**src/rtl/regfile_mp_if.sv**
```systemverilog
// Bus bundle for regfile_mp: write port, two read ports and the clear/busy pair.
//   master : the decoder/datapath side driving addresses, write data and clear
//   slave  : the register file returning registered read data and busy
// AW must equal the register file's address width, $clog2(DEPTH).
interface regfile_mp_if #(
    parameter int unsigned WIDTH = 16,
    parameter int unsigned AW    = 3
);
    logic [WIDTH-1:0] data_in;
    logic [AW-1:0]    writenum;
    logic             write;
    logic [AW-1:0]    readnum_a;
    logic [AW-1:0]    readnum_b;
    logic [WIDTH-1:0] data_out_a;
    logic [WIDTH-1:0] data_out_b;
    logic             clear;
    logic             busy;

    modport master (
        output data_in, writenum, write, readnum_a, readnum_b, clear,
        input  data_out_a, data_out_b, busy
    );

    modport slave (
        input  data_in, writenum, write, readnum_a, readnum_b, clear,
        output data_out_a, data_out_b, busy
    );
endinterface

```
**src/rtl/regfile_mp.sv**
```systemverilog
// Register file with one write port and two registered read ports (A/B).
//   clk   : rising-edge clock
//   reset : asynchronous, active-high; zeroes array, read data, clear engine
//   bus   : regfile_mp_if slave modport
//     data_in/writenum/write     write port (dropped while busy or out of range)
//     readnum_a/b -> data_out_a/b  latency-1 reads, out-of-range reads return 0
//     clear -> busy              sequenced zeroing sweep, one entry per cycle
// BYPASS=1 forwards an accepted same-edge write to a matching read port.
module regfile_mp #(
    parameter int unsigned WIDTH  = 16,
    parameter int unsigned DEPTH  = 8,
    parameter int unsigned BYPASS = 1
) (
    input logic         clk,
    input logic         reset,
    regfile_mp_if.slave bus
);
    localparam int unsigned AW = (DEPTH > 1) ? $clog2(DEPTH) : 1;
    // One extra bit so DEPTH itself is representable for the range checks.
    localparam logic [AW:0]   DEPTH_W = (AW + 1)'(DEPTH);
    localparam logic [AW-1:0] LAST    = AW'(DEPTH - 1);

    localparam logic ST_IDLE     = 1'b0;
    localparam logic ST_CLEARING = 1'b1;

    logic             state;
    logic [AW-1:0]    ptr;
    logic [WIDTH-1:0] regs [DEPTH];
    logic [WIDTH-1:0] out_a;
    logic [WIDTH-1:0] out_b;

    logic             wr_accept;
    logic [WIDTH-1:0] rd_a_data;
    logic [WIDTH-1:0] rd_b_data;

    // Writes are only taken while idle; the sweep owns the array otherwise.
    always_comb begin
        wr_accept = bus.write && (state == ST_IDLE) && ({1'b0, bus.writenum} < DEPTH_W);
    end

    // Read mux; sweep zeroing is not forwarded, so the swept entry reads pre-zero.
    always_comb begin
        rd_a_data = '0;
        rd_b_data = '0;
        if ({1'b0, bus.readnum_a} < DEPTH_W) begin
            rd_a_data = regs[bus.readnum_a];
        end
        if ({1'b0, bus.readnum_b} < DEPTH_W) begin
            rd_b_data = regs[bus.readnum_b];
        end
        if (BYPASS != 0 && wr_accept && bus.writenum == bus.readnum_a) begin
            rd_a_data = bus.data_in;
        end
        if (BYPASS != 0 && wr_accept && bus.writenum == bus.readnum_b) begin
            rd_b_data = bus.data_in;
        end
    end

    always_ff @(posedge clk or posedge reset) begin
        if (reset) begin
            state <= ST_IDLE;
            ptr   <= '0;
            out_a <= '0;
            out_b <= '0;
            for (int i = 0; i < int'(DEPTH); i++) begin
                regs[i] <= '0;
            end
        end else begin
            out_a <= rd_a_data;
            out_b <= rd_b_data;
            case (state)
                ST_IDLE: begin
                    // A write on the clear edge lands; the sweep erases it later.
                    if (wr_accept) begin
                        regs[bus.writenum] <= bus.data_in;
                    end
                    if (bus.clear) begin
                        state <= ST_CLEARING;
                        ptr   <= '0;
                    end
                end
                ST_CLEARING: begin
                    // clear is ignored here: no restart mid-sweep.
                    regs[ptr] <= '0;
                    if (ptr == LAST) begin
                        ptr   <= '0;
                        state <= ST_IDLE;
                    end else begin
                        ptr <= ptr + AW'(1);
                    end
                end
                default: begin
                    state <= ST_IDLE;
                    ptr   <= '0;
                end
            endcase
        end
    end

    assign bus.busy       = (state == ST_CLEARING);
    assign bus.data_out_a = out_a;
    assign bus.data_out_b = out_b;
endmodule

```
**src/flat_wrapper.sv**
```systemverilog
// flat-port wrapper written by rule: the top's interface ports become plain ports
module regfile_mp_flat 
#(
    parameter int unsigned WIDTH  = 16,
    parameter int unsigned DEPTH  = 8,
    parameter int unsigned BYPASS = 1
)
  (clk, reset, bus_data_in, bus_writenum, bus_write, bus_readnum_a, bus_readnum_b, bus_clear, bus_data_out_a, bus_data_out_b, bus_busy);
  regfile_mp_if #(.WIDTH(WIDTH), .AW(3)) bus_i ();
  input logic clk;
  input logic reset;
  input wire logic [$bits(bus_i.data_in)-1:0] bus_data_in;
  input wire logic [$bits(bus_i.writenum)-1:0] bus_writenum;
  input wire logic [$bits(bus_i.write)-1:0] bus_write;
  input wire logic [$bits(bus_i.readnum_a)-1:0] bus_readnum_a;
  input wire logic [$bits(bus_i.readnum_b)-1:0] bus_readnum_b;
  input wire logic [$bits(bus_i.clear)-1:0] bus_clear;
  output wire logic [$bits(bus_i.data_out_a)-1:0] bus_data_out_a;
  output wire logic [$bits(bus_i.data_out_b)-1:0] bus_data_out_b;
  output wire logic [$bits(bus_i.busy)-1:0] bus_busy;
  assign bus_i.data_in = bus_data_in;
  assign bus_i.writenum = bus_writenum;
  assign bus_i.write = bus_write;
  assign bus_i.readnum_a = bus_readnum_a;
  assign bus_i.readnum_b = bus_readnum_b;
  assign bus_i.clear = bus_clear;
  assign bus_data_out_a = bus_i.data_out_a;
  assign bus_data_out_b = bus_i.data_out_b;
  assign bus_busy = bus_i.busy;
  regfile_mp #(.WIDTH(WIDTH), .DEPTH(DEPTH), .BYPASS(BYPASS)) u_core (.clk(clk), .reset(reset), .bus(bus_i));
endmodule
```
**config.mk**
```make
export PLATFORM = sky130hd
export DESIGN_NAME = regfile_mp_flat
export DESIGN_NICKNAME = d
export VERILOG_FILES = /design/src/rtl/regfile_mp_if.sv /design/src/rtl/regfile_mp.sv /design/src/flat_wrapper.sv
export SDC_FILE = /design/constraint.sdc
export NUM_CORES = 1
export LEC_CHECK = 0
export ABC_CLOCK_PERIOD_IN_PS = 6400
export BUFFER_PORTS_ARGS = -buffer_cell sky130_fd_sc_hd__buf_2
export CAP_MARGIN = 5
export CELL_PAD_IN_SITES_DETAIL_PLACEMENT = 0
export CELL_PAD_IN_SITES_GLOBAL_PLACEMENT = 1
export CORE_ASPECT_RATIO = 0.9
export CORE_MARGIN = 3
export CORE_UTILIZATION = 46
export CTS_BUF_LIST = sky130_fd_sc_hd__clkbuf_2 sky130_fd_sc_hd__clkbuf_4 sky130_fd_sc_hd__clkbuf_8
export DETAILED_ROUTE_END_ITERATION = 7
export PLACE_DENSITY_LB_ADDON = 0.1
export RECOVER_POWER = 25
export SYNTH_ARGS = -nofsm -noshare
export SYNTH_HDL_FRONTEND = slang
export SYNTH_SLANG_ARGS = --single-unit
export TNS_END_PERCENT = 30
```
**constraint.sdc**
```tcl
create_clock -name clk -period 6.4 [get_ports clk]
set_input_delay 1.28 -clock clk [delete_from_list [all_inputs] [get_ports clk]]
set_output_delay 1.28 -clock clk [all_outputs]
set_load 0.05 [all_outputs]
```
### Word-level counts from Yosys, hierarchy flattened

Cells that the tools add are included.

| word-level totals | value |
|---|---|
| bits in registers | 164 |
| latch bits | 0 |
| memory bits (writable) | 0 |
| bits in read-only memories | 0 |
| input bits | 29 |
| output and inout port bits | 33 |
| memories kept | 0 |

| operators by class | value |
|---|---|
| add/sub/neg operators | 1 |
| multiply operators | 0 |
| div/mod/pow operators | 0 |
| order comparisons | 6 |
| equal/unequal tests | 5 |
| shift operators | 0 |
| muxes and demuxes | 21 |
| bitwise gates (word level) | 7 |
| reduce and logical (&&, ||, !) cells | 5 |

Operator list:

| cell | count |
|---|---|
| 128-bit one-hot mux with 2 select lines | 1 |
| 128-bit bitwise AND | 1 |
| 128-bit bitwise mux | 1 |
| 128-bit two-way mux | 1 |
| 16-bit two-way mux | 8 |
| 128-bit inverter | 1 |
| 16-bit binary-select mux with 3-bit select | 2 |
| 16-bit demux with 3-bit select | 2 |
| 4-bit >= comparator (second input constant) | 4 |
| 3-bit inverter with 4-bit output | 4 |
| 4-bit by 1-bit < comparator with 1-bit output (second input constant) | 2 |
| 3-bit == test | 2 |
| 3-bit two-way mux | 2 |
| 3-bit one-hot mux with 2 select lines | 1 |
| 1-bit logical AND | 5 |
| 3-bit by 1-bit adder with 3-bit output (second input constant) | 1 |
| 3-bit == test (second input constant) | 1 |
| 1-bit two-way mux | 2 |
| 2-bit by 1-bit != test with 1-bit output (second input constant) | 1 |
| 2-bit != test (second input constant) | 1 |
| 1-bit one-hot mux with 2 select lines | 1 |
| 1-bit inverter | 1 |

### Depth between registers and ports, before layout

| depth | value |
|---|---|
| word-level depth | 8 |
| gate-level depth with buffers | 6 |
| gate-level depth less buffers | 4 |

### Least setup slack after synthesis

OpenSTA, ideal clock, no wires.

| path | value |
|---|---|
| path kind | input-to-reg |
| start point | input bus_readnum_b[1] |
| end point | register u_core.out_b[13] (netlist: u_core.bus.data_out_b[13]) |
| data arrival time | 2648 ps |
| required time | 6275 ps |
| setup slack | 3627 ps |
| cell stages on the path | 5 |
| path buffers | 2 |
| cells stage by stage | clkbuf_1 -> clkbuf_1 -> mux4_2 -> mux2_2 -> mux2_4 |

| between the ends | value |
|---|---|
| cells in the longest elaborated chain, start to end | 5 |

RTL lines:

| element | RTL line | text |
|---|---|---|
| start: declaration | flat_wrapper.sv:16 | `input wire logic [$bits(bus_i.readnum_b)-1:0] bus_readnum_b;` |
| 3-bit inverter with 4-bit output (not written as such) | regfile_mp.sv:49 | `rd_b_data = regs[bus.readnum_b];` |
| 16-bit binary-select mux with 3-bit select | regfile_mp.sv:49 |  |
| 16-bit two-way mux (not written as such) (2 in a row) | regfile_mp.sv:49 |  |
| 16-bit two-way mux * | regfile_mp.sv:54 | `if (BYPASS != 0 && wr_accept && bus.writenum == bus.readnum_b) begin` |
| net u_core.rd_b_data[13] | regfile_mp.sv:34 | `logic [WIDTH-1:0] rd_b_data;` |
| end signal: assignment | regfile_mp.sv:70 | `out_b <= rd_b_data;` |
| end: declaration | regfile_mp.sv:30 | `logic [WIDTH-1:0] out_b;` |

The timed path passes the listed nets; every way through them passes the cells marked *. The select of a mux whose other input is x is not followed.
A chain may end at the register's enable or synchronous reset.

### Worst setup path in the final report

| path | value |
|---|---|
| start point | input bus_readnum_b[1] |
| end point | register u_core.out_b[7] (netlist: u_core.bus.data_out_b[7]) |

The elaborated chain is that of the path after synthesis.

==> results.toml <==
[place]
dp_hpwl_um = 12020
io_buffer_count = 61
globalplace.congestion = 0.7651

[cells_and_area]
drive_gt1_frac = 0.3179
fill_cells = 1529
multi_input_area_um2 = 3949
n_antenna_cell = 0
final_util = 0.5184
final_cell_mix = "164 x dfrtp_1, 128 x a22o_1, 59 x buf_2"
seq_area_um2 = 4104
layout.nets = 600
area_growth_pct = 9.972
final_common_cell = "dfrtp_1"

[synth]
syn_inst = 536
yosysWarnings = 0
synth_seq_area_share = 0.4911
synthFlopType = "dfrtp_1"
yosysUniqueCellTypes = 34
yosysTopAreaCell = "dfrtp_1"
synth_top_area_frac = 0.4911
ys_top_cells_by_area = "dfrtp_1 49%, mux4_1 18%, a22o_1 13%"
ys_ff_latch = 164
async_reset_ff_frac = 1.000
synth.avg_cell_area_um2 = 15.59
syn-cell-area_um2 = 8357
synth_edf_count = 0
synth_nets = 567

[detailed_routing]
vias = 5415
ant_nets = 0
wl_per_cell_um = 27.12
wirelength_um = 22300
drcViolationCount = 0
first_pass_iters = 5
drt_iter0_markers = 453
avgViaCountPerCell = 6.588

[sta]
slew_headroom = 0.2605
fin_setup_tns_ns = 0
period_minus_slack_ns = 3.027
skew_ns = 0.01506
tightest_slew_ns = 1.108
finalSetupViolCount = 0
rsz0062_at_grt = "no"
max_freq_ghz = 0.3303
slew_violations = 0
hold_violations = 0
post-route-period-util = 0.4730

[power]
total_power_mw = 3.430
leakage_nw = 4.604
power_density_nw_per_um2 = 373.2
ir_worst_vdd_uv = 321.4

[outcome]
status = "completed"

[grt]
first_global_vias = 5609
grt_max_degree = 100
antenna_found_initial = 0
grt_overflow = 0
grt_pass1_wl_um = 34540
track_usage = 0.2320

[worst_hold_path]
hp-start = "u_core.regs[73]"
hold_path_class = "reg -> reg"

[clocking]
cts_tree = "yes"
cts.clk_slew.worst_paths_ns = 0.09
cts_root_buffer = "clkbuf_8"
htree_num_levels = 4
cts_hold_buffers = 0
cts_buffers = 17
postCtsSetupBuffers = 0
post_cts_resized = 0
clock_path_buffers = 2
cts_sinks = 164
clkLatencyLatePin_ns = 0.46

[die]
chipWidth_um = 148.1
die_h_um = 133.9
design.core.area_um2 = 17730
num_rows = 46
boundaryPins = 62
start_util = 0.4714
die-area_um2 = 19820

[worst_setup_path]
cp_max_fo = 33
worstSetupPathType = "in -> reg"
critPathRequiredTime_ns = 6.74
cp_data_arrival_time_ns = 3.37
startpoint = "bus_readnum_b[1]"
worstReg2RegStart = "u_core.bus.busy"
endpoint_kind = "register"
crit_path_start_kind = "input port"

[run]
maxCapViolations = 0
## power by group
part	internal, mW	total [mW]	switching [mW]	leakage (nW)
logic	0.491	1.12	0.625	2.14
clock network	0.423	0.820	0.396	0.212
registers	1.29	1.49	0.200	2.26
total	2.21	3.43	1.22	4.60
## cell usage after synthesis, drive strengths merged (3+ instances only)
library cell,count
dfrtp,164
a22o,128
mux2,64
mux4,64
buf,40
clkbuf,19
nor2,9
a21oi,7
xnor2,6
nand2b,5
and4b,3
nand2,3
nor2b,3
## stage by stage
stage	cells	cell area, µm²	setup slack (ns)	hold slack [ns]
global placement	790	8761	2.926	0.4882
CTS	822	9193	3.368	0.5183
floorplan	536	8357	0.6867	0.4710
finish	822	9190	3.373	0.5175
global route	822	9190	3.310	0.5339
detailed placement	790	8761	2.884	0.4911
## flip-flops by register name (all words and copies together), names as in the netlist
register	count
u_core.regs	128
u_core.bus.data_out_a	16
u_core.bus.data_out_b	16
u_core.ptr	3
u_core.bus.busy	1
## path summary, 6_finish.rpt
| check | end | slack, ns | cells past startpoint |
|---|---|---|---|
| max | u_core.bus.data_out_b[7] | 3.37 | 5 |
| min | u_core.regs[73] | 0.52 | 1 |
| max reg2reg | u_core.regs[125] | 3.96 | 3 |
| min reg2reg | u_core.regs[73] | 0.52 | 1 |
| max in group asynchronous | u_core.regs[3] | 4.02 | 3 |
| min in group asynchronous | u_core.regs[26] | 1.01 | 2 |
## cell families (layout without fill, tap and decap cells)
group,after synthesis,after routing,share of synthesized area
buf+inv,61,107,0.03863
xor+xnor,6,6,0.006288
compound gates,139,139,0.1416
mux,129,129,0.2896
fa+ha+maj,2,2,0.002994
flops,164,164,0.4911
simple gates,35,35,0.02980
## per-layer routing
layer | vias to the layer above | GRT usage | share of wire
met5 | - | 0 | 0
met2 | 213 | 0.3586 | 0.47
li1 | 2262 | - | -
met3 | 32 | 0.05473 | 0.064
met4 | 0 | 0.05849 | 0.012
met1 | 2908 | 0.3360 | 0.45
## critical path, cell delays in order
cell and delay (ns):
buf_2 0.69, xnor2_1 0.20, nand4_1 0.46, buf_4 0.40, mux2_4 0.32
## layout make-up
cell class / instances / area share
Tap cell: 240 / 0.03268
Clock inverter: 11 / 0.01620
Clock buffer: 21 / 0.03077
Inverter: 2 / 0.001361
Multi-Input combinational cell: 311 / 0.4297
Sequential cell: 164 / 0.4466
Timing Repair Buffer: 73 / 0.04275
Power figures use the tool's default switching activity.
